### config.mk
export PLATFORM = sky130hd
export DESIGN_NAME = decode_stage
export DESIGN_NICKNAME = d
export VERILOG_FILES = /design/src/rtl/decode_stage.sv
export SDC_FILE = /design/constraint.sdc
export NUM_CORES = 1
export LEC_CHECK = 0
export CAP_MARGIN = 20
export CORE_ASPECT_RATIO = 1.25
export CORE_UTILIZATION = 54
export CTS_BUF_LIST = sky130_fd_sc_hd__clkbuf_4
export CTS_CLUSTER_DIAMETER = 200
export DETAILED_ROUTE_END_ITERATION = 7
export PLACE_DENSITY_LB_ADDON = 0.15
export SYNTH_ARGS = -nofsm -noshare
export SYNTH_HDL_FRONTEND = slang
export SYNTH_SLANG_ARGS = --single-unit
export TNS_END_PERCENT = 30
### constraint.sdc
create_clock -name clk -period 2.3 [get_ports clk]
set_input_delay 0.575 -clock clk [delete_from_list [all_inputs] [get_ports clk]]
set_output_delay 0.575 -clock clk [all_outputs]
set_load 0.03 [all_outputs]
### src/rtl/decode_stage.sv
// Registered instruction-decode stage: decodes fetched instructions into register/address
// fields and passes them on through a valid/ready pipeline with a 2-entry skid buffer.
module decode_stage #(
  parameter int INSTR_W = 16,
  parameter int REG_W   = 3,
  parameter int ADDR_W  = 5
) (
  input  logic               clk,
  input  logic               rst_n,
  input  logic               flush,
  input  logic               in_valid,
  output logic               in_ready,
  input  logic [INSTR_W-1:0] in_instr,
  input  logic [ADDR_W-1:0]  in_pc,
  output logic               out_valid,
  input  logic               out_ready,
  output logic [3:0]         out_opcode,
  output logic               out_mode,
  output logic [REG_W-1:0]   out_reg1,
  output logic [REG_W-1:0]   out_reg2,
  output logic [REG_W-1:0]   out_reg3,
  output logic [ADDR_W-1:0]  out_data_mem,
  output logic [ADDR_W-1:0]  out_instr_mem,
  output logic [ADDR_W-1:0]  out_pc,
  output logic               out_halt,
  output logic               halted
);

  localparam int P = INSTR_W - 6;

  typedef struct packed {
    logic [3:0]        opcode;
    logic              mode;
    logic [REG_W-1:0]  reg1;
    logic [REG_W-1:0]  reg2;
    logic [REG_W-1:0]  reg3;
    logic [ADDR_W-1:0] dataMem;
    logic [ADDR_W-1:0] instrMem;
    logic [ADDR_W-1:0] pc;
    logic              halt;
  } entry_t;

  entry_t w_dec;
  entry_t r_out;
  entry_t r_skid;
  logic   r_outValid;
  logic   r_skidValid;
  logic   r_halted;
  logic   w_accept;

  // Field decode on the incoming instruction; unused fields stay zero.
  always_comb begin
    w_dec        = '0;
    w_dec.opcode = in_instr[INSTR_W-1 -: 4];
    w_dec.mode   = in_instr[INSTR_W-5];
    w_dec.pc     = in_pc;
    case (w_dec.opcode)
      4'h0: begin
        w_dec.reg1 = in_instr[P -: REG_W];
        if (w_dec.mode) w_dec.dataMem = in_instr[P-REG_W -: ADDR_W];
        else            w_dec.reg2    = in_instr[P-REG_W -: REG_W];
      end
      4'h1, 4'h2, 4'h3, 4'h4, 4'h7, 4'h8, 4'hA: begin
        w_dec.reg1 = in_instr[P -: REG_W];
        w_dec.reg2 = in_instr[P-REG_W -: REG_W];
        if (w_dec.mode) w_dec.dataMem = in_instr[ADDR_W-1:0];
        else            w_dec.reg3    = in_instr[P-2*REG_W -: REG_W];
      end
      4'h5, 4'h6, 4'h9: begin
        if (w_dec.mode) w_dec.dataMem = in_instr[P -: ADDR_W];
        else            w_dec.reg1    = in_instr[P -: REG_W];
      end
      4'hB: begin
        w_dec.reg1    = in_instr[P -: REG_W];
        w_dec.dataMem = in_instr[P-REG_W -: ADDR_W];
      end
      4'hC: begin
        w_dec.instrMem = in_instr[P -: ADDR_W];
        w_dec.reg1     = in_instr[P-ADDR_W -: REG_W];
      end
      4'hD: w_dec.instrMem = in_instr[P -: ADDR_W];
      4'hE: begin
        w_dec.reg1     = in_instr[P -: REG_W];
        w_dec.instrMem = in_instr[P-REG_W -: ADDR_W];
      end
      default: w_dec.halt = 1'b1;
    endcase
  end

  // in_ready depends only on flops, so there is no path from out_ready.
  assign in_ready = !r_skidValid && !r_halted;
  assign w_accept = in_valid && in_ready;

  // Skid only ever fills while the output register is stalled, so draining it first
  // keeps order; while it is full in_ready is low and nothing new can arrive.
  always_ff @(posedge clk or negedge rst_n) begin
    if (!rst_n) begin
      r_out       <= '0;
      r_skid      <= '0;
      r_outValid  <= 1'b0;
      r_skidValid <= 1'b0;
      r_halted    <= 1'b0;
    end else if (flush) begin
      r_out       <= '0;
      r_outValid  <= 1'b0;
      r_skidValid <= 1'b0;
      r_halted    <= 1'b0;
    end else begin
      if (!r_outValid || out_ready) begin
        if (r_skidValid) begin
          r_out       <= r_skid;
          r_outValid  <= 1'b1;
          r_skidValid <= 1'b0;
        end else begin
          r_outValid <= w_accept;
          if (w_accept) r_out <= w_dec;
        end
      end else if (w_accept) begin
        r_skid      <= w_dec;
        r_skidValid <= 1'b1;
      end
      if (w_accept && w_dec.halt) r_halted <= 1'b1;
    end
  end

  assign out_valid     = r_outValid;
  assign out_opcode    = r_out.opcode;
  assign out_mode      = r_out.mode;
  assign out_reg1      = r_out.reg1;
  assign out_reg2      = r_out.reg2;
  assign out_reg3      = r_out.reg3;
  assign out_data_mem  = r_out.dataMem;
  assign out_instr_mem = r_out.instrMem;
  assign out_pc        = r_out.pc;
  assign out_halt      = r_out.halt;
  assign halted        = r_halted;

endmodule

**Yosys cells after proc, flatten, opt, wreduce, memory -nomap -nowiden**

Cells that the tools add are included.

- Multiplexer cells: 24
- Equality and inequality tests: 14
- Reduce and logical (&&, ||, !) cells: 19
- Bitwise logic cells: 2

Operator list:

| kind | number |
|---|---|
| $mux 30 | 4 |
| $eq 4x4->1 const B | 7 |
| $pmux 5 s4 | 1 |
| $eq 4x3->1 const B | 4 |
| $mux 5 | 3 |
| $reduce_or 15->1 | 1 |
| $mux 3 | 4 |
| $pmux 5 s2 | 1 |
| $reduce_or 10->1 | 1 |
| $mux 1 | 9 |
| $pmux 3 s3 | 1 |
| $eq 4x2->1 const B | 2 |
| $reduce_or 7->1 | 1 |
| $pmux 3 s2 | 1 |
| $reduce_bool 3->1 | 2 |
| $eq 4x1->1 const B | 1 |
| $logic_not 4->1 | 1 |
| $reduce_bool 2->1 | 2 |
| $logic_and 1x1->1 | 3 |
| $logic_not 1->1 | 3 |
| $reduce_and 3->1 | 1 |
| $reduce_or 3->1 | 1 |
| $not 1->1 | 2 |
| $reduce_and 2->1 | 1 |
| other kinds (2) | 2 |

- Input port bits: 26
- Word-level logic and storage cells: 80
- Flip-flop bits (word level): 63

**Depth between registers and ports, before layout**

Gate-level depths: netlist of run 1.

- Depth in word-level cells: 7
- Mapped depth: 6
- Mapped depth without buffers: 4

**Worst setup path after synthesis of run 1**

OpenSTA, ideal clock, no wires.

- Kind: input -> register
- Start: in in_instr[15]
- End: reg r_out (netlist bit out_data_mem[4])
- Data arrival time: 1.687 ns
- Library setup time: 0.134 ns
- Stages on the path: 4
- Path slack: 0.479 ns
- Cell sequence: or4_4 -> o2111a_2 -> a221oi_2 -> o211ai_1

- Longest elaborated chain between the ends: 7

RTL lines:

| item | line | text |
|---|---|---|
| start: declaration | 13 | `input logic [INSTR_W-1:0] in_instr,` |
| $eq 4x1->1, or another cell as far along | 57 | `case (w_dec.opcode)` |
| $reduce_or 7->1 / $reduce_or 3->1 (equally long branches) | - |  |
| $pmux 5 s4 * | 57 |  |
| $mux 30 * | 116 | `if (w_accept) r_out <= w_dec;` |
| $mux 30 * | 110 | `if (r_skidValid) begin` |
| $mux 30 * | 109 | `if (!r_outValid \|\| out_ready) begin` |
| $mux 30 * | 103 | `end else if (flush) begin` |
| end signal: assignment | 111 | `r_out <= r_skid;` |
| end signal: assignment | 116 |  |
| end: declaration | 44 | `entry_t r_out;` |

Mark *: on every way between the ends. The rest lies on a longest branch, timed or not. The select of a mux whose other input is x is not followed.
A chain may end at the register's enable or synchronous reset.

**Worst setup path after layout of run 1**

- Start: reg r_skidValid
- End: out in_ready

- Longest elaborated chain between the ends: 2

RTL lines:

| item | line | text |
|---|---|---|
| start: declaration | 47 | `logic r_skidValid;` |
| start signal: assignment | 101 | `r_skidValid <= 1'b0;` |
| start signal: assignment | 106 | `r_skidValid <= 1'b0;` |
| start signal: assignment | 113 | `r_skidValid <= 1'b0;` |
| $logic_not 1->1 | 91 | `assign in_ready = !r_skidValid && !r_halted;` |
| $logic_and 1x1->1 | 91 |  |
| end: declaration | 12 | `output logic in_ready,` |

No other way between the ends.

==> results.md, run 1 <==
- Sink Count: 63
- Top cell types by occurrence after synthesis: sky130_fd_sc_hd__dfrtp_1 (63), sky130_fd_sc_hd__o2bb2ai_1 (18), sky130_fd_sc_hd__mux2i_1 (15), sky130_fd_sc_hd__nand2_1 (15)
- Global-route wire length before repair: approximately 12,000 um
- Number of standard cells in the final layout excluding fillers: between 400 and 500
- Global-route congestion overflow total: 0
- Layout cell share with drive strength beyond 1: 0.2005
- Die outline area: 6146 um^2
- Maximum number of pins on one net before global-route repair: 28
- Root buffer cell: sky130_fd_sc_hd__clkbuf_4
- Placeable core region: 5518 um^2
- Hold buffer count at CTS: 0
- Overall die width: 70.32 um
- Worst-Skew Late Latency: 400 ps
- Post-cts gate resize count: 0
- Transition time at the pin with the least slew margin: 544.4 ps
- Average size of a mapped cell: between 10 and 15 um^2
- Category of the worst setup path launch point: flip-flop
- Yosys Warn Count: 0
- Clk_skew: 13.53 ps
- Number of violations reported at the end of detailed-routing iteration 0: 203
- TritonCTS clock tree: done
- Final period util: 0.9551
- Reported max-cap violation count: 0
- Internal reg-to-reg setup slack: ~550 ps
- Cts bufs inserted: 9
- DRC: 0
- Achievable clock frequency: 455.2 MHz
- Setup-failing EPs final: 0
- Relative slew slack: 0.6337
- Cell area after synthesis: 3151 um^2
- Number of buffers between clock root and the deepest sink: 2
- Number of cells produced by synthesis: 279
- Initial antenna violation count: 0
- Final RePlAce weighted congestion: between 0.8 and 0.9
- Largest fanout of any net on the critical path: 4
- Peak ir drop on the vdd network: approximately 0.47 mV
- Area share of the largest cell type after synthesis: 0.5004
- Area grow syn2layout: 29.23%
- Most frequent cell after synthesis: sky130_fd_sc_hd__dfrtp_1
- Crit. End Element: output pin
- Fin Hold WS: between 100 and 150 ps
- Drt total wl: 7598 um
- Inserted Diodes: 0
- Initial Utilization: 0.5710
- Crit Reg-Reg Startpoint: r_skidValid$_DFFE_PN0P_
- Pins Over Slew Limit: 0
- Setup CP Type: flip-flop to output pin
- Ratio of total power to cell area: 589.1 nW/um^2
- First-pass iteration count of the detailed router: 4
- Leading area contributor after synthesis: sky130_fd_sc_hd__dfrtp_1
- Number of enable flip-flop cells after synthesis: 0
- P_leak: between 1.5 and 2 nW
- Count of nets left with antenna violations after detail routing: 0
- Post-CTS setup repair buffer count: 0
- Required time worst endpoint: about 1700 ps
- H-tree levels: 3
- Leading cell types by total area after synthesis: sky130_fd_sc_hd__dfrtp_1 (50%), sky130_fd_sc_hd__o2bb2ai_1 (5.0%), sky130_fd_sc_hd__mux2i_1 (4.8%)
- Distinct cell type count after synthesis: 44
- Clk pin slew, worst setup/hold paths: 100 ps
- Setup repair after global routing missed its margin: no
- Endpoint arrival time on the critical path: 1620 ps
- Placed wire-length estimate: ~5600 um
- Number of cell rows: 30
- Number of I/O pins: between 50 and 60
- Final worst path period need: 2197 ps
- Overall die height: roughly 90 um
- Nets: 387
- Per-cell via count in the routed design: 6.054
- Via Count: between 2k and 3k
- Avg WL per Cell: 17.75 um
- Sequential element share of the synthesized area: 0.5004
- Endpoint of the most critical register-to-register path: out_pc[2]$_DFFE_PN0P_
- Synthesized Nets: 305
- Total instance count after detailed placement: 414
- Worst R2R Path Depth: 5
- Most frequently used flop master after synthesis: sky130_fd_sc_hd__dfrtp_1
- Classification of the worst-slack hold path: primary input to asynchronous set/reset pin
- Result of the run: finished, final reports clean
- Total track usage: 0.2674
- Count of buffers from port buffering: 58
- Vias in the first global route: ~2.6k
- Hold Violations, Final: 0
- Flop and latch count out of synthesis: 63
- Asr flop ratio synth: 1.000
-- per-stage QoR --
stage	utilization	area [um^2]	power [W]	setup TNS, ps	worst slack, ps
floorplan	-	3151	0.001588	0	478.6
global placement	0.7206	3976	0.001807	-197.9	-54.23
detailed placement	0.7206	3976	0.001826	-577.7	-68.33
CTS	0.7379	4071	0.002406	0	84.22
global route	0.7379	4071	0.002507	0	35.03
finish	0.7379	4071	0.002398	0	103.3
-- kinds of logic after synthesis --
logic type,count (synthesis),share of synthesized area
AOI/OAI and AO/OA,82,0.2045
and+or+nand+nor,81,0.1648
DFF,63,0.5004
muxes,28,0.09412
buffers and inverters,24,0.03336
xor gates and xnor gates,1,0.002780
-- cells in the final DEF, fill, tap and decap left out, types with 2 or more instances in the layout --
cell / instances
sky130_fd_sc_hd__buf_4: 32
sky130_fd_sc_hd__o22ai_1: 5
sky130_fd_sc_hd__dfrtp_1: 63
sky130_fd_sc_hd__nor4b_1: 6
sky130_fd_sc_hd__and2_1: 4
sky130_fd_sc_hd__a221oi_2: 4
sky130_fd_sc_hd__nor2b_1: 3
sky130_fd_sc_hd__mux2i_1: 15
sky130_fd_sc_hd__clkinv_1: 2
sky130_fd_sc_hd__o21ai_1: 4
sky130_fd_sc_hd__o2bb2ai_1: 18
sky130_fd_sc_hd__o21ai_0: 13
sky130_fd_sc_hd__clkdlybuf4s50_1: 57
sky130_fd_sc_hd__mux2_2: 13
sky130_fd_sc_hd__nand3_1: 11
sky130_fd_sc_hd__nand3b_1: 11
sky130_fd_sc_hd__clkbuf_4: 11
sky130_fd_sc_hd__nand2_1: 15
sky130_fd_sc_hd__nor3b_1: 2
sky130_fd_sc_hd__o211ai_1: 6
sky130_fd_sc_hd__nor2_1: 5
sky130_fd_sc_hd__nor3_1: 3
sky130_fd_sc_hd__nand2b_1: 8
sky130_fd_sc_hd__a311oi_1: 3
sky130_fd_sc_hd__a21oi_1: 7
sky130_fd_sc_hd__a221o_1: 6
sky130_fd_sc_hd__inv_1: 3
sky130_fd_sc_hd__a31oi_1: 3
sky130_fd_sc_hd__a22o_1: 7
sky130_fd_sc_hd__nor4_2: 2
sky130_fd_sc_hd__nand4b_1: 5
-- sequential cells by signal, summed over array words and instances (netlist names) --
signal and count:
out_mode 1, out_reg3 3, out_data_mem 5, out_pc 5, r_skidValid 1, halted 1, r_skid 30, out_valid 1
out_reg2 3, out_opcode 4, out_halt 1, out_reg1 3, out_instr_mem 5
-- final cells by class --
class / count / area, um^2
Timing Repair Buffer: 91 / 835.8
Sequential cell: 63 / 1577
Clock buffer: 11 / 82.58
Multi-Input combinational cell: 192 / 1469
Clock inverter: 3 / 12.51
Inverter: 4 / 15.01
Tap cell: 64 / 80.08
Fill cell: 423 / 1446
-- critical path, stage by stage (launching register included) --
cell	delay, ps
sky130_fd_sc_hd__dfrtp_1	430
sky130_fd_sc_hd__nor2_1	120
sky130_fd_sc_hd__clkdlybuf4s50_1	670
-- power by group --
part | switching [W] | total, W | internal, W
Sequential | 0.0000672 | 0.00130 | 0.00123
Combinational | 0.000264 | 0.000506 | 0.000242
Clock | 0.000368 | 0.000595 | 0.000227
-- per-layer routing --
metal,GRT usage,share of wire,up-vias,wire length [um]
met3,0.06366,0.043,14,324
met4,0.1109,0.021,0,163
li1,-,-,1236,-
met1,0.3399,0.45,1269,3383
met2,0.4390,0.49,72,3727
met5,0,0,-,0
-- how the worst max path moves through the flow --
| stage | startpoint | end | slack, ps | depth (start not counted) |
|---|---|---|---|---|
| 2_1_floorplan | in_instr[15] | out_data_mem[4]$_DFFE_PN0P_ | 480 | 4 |
| 3_3_place_gp | in_instr[13] | out_data_mem[2]$_DFFE_PN0P_ | -50 | 5 |
| 3_5_place_dp | in_instr[12] | out_reg3[2]$_DFFE_PN0P_ | -70 | 6 |
| 4_1_cts | r_skidValid$_DFFE_PN0P_ | in_ready | 80 | 2 |
| 5_1_grt | halted$_DFFE_PN0P_ | in_ready | 40 | 2 |
| 6_report | r_skidValid$_DFFE_PN0P_ | in_ready | 100 | 2 |
No activity file was read; power rests on OpenSTA's default activity.
==> inputs of run 2 (changes only) <==
--- a/config.mk
+++ b/config.mk
@@ -5,7 +5,6 @@
 export SDC_FILE = /design/constraint.sdc
 export NUM_CORES = 1
 export LEC_CHECK = 0
-export CAP_MARGIN = 20
 export CORE_ASPECT_RATIO = 1.25
 export CORE_UTILIZATION = 54
 export CTS_BUF_LIST = sky130_fd_sc_hd__clkbuf_4
==> results of run 2 <==
The final DEF is identical to that of run 1; final timing and power are the same.
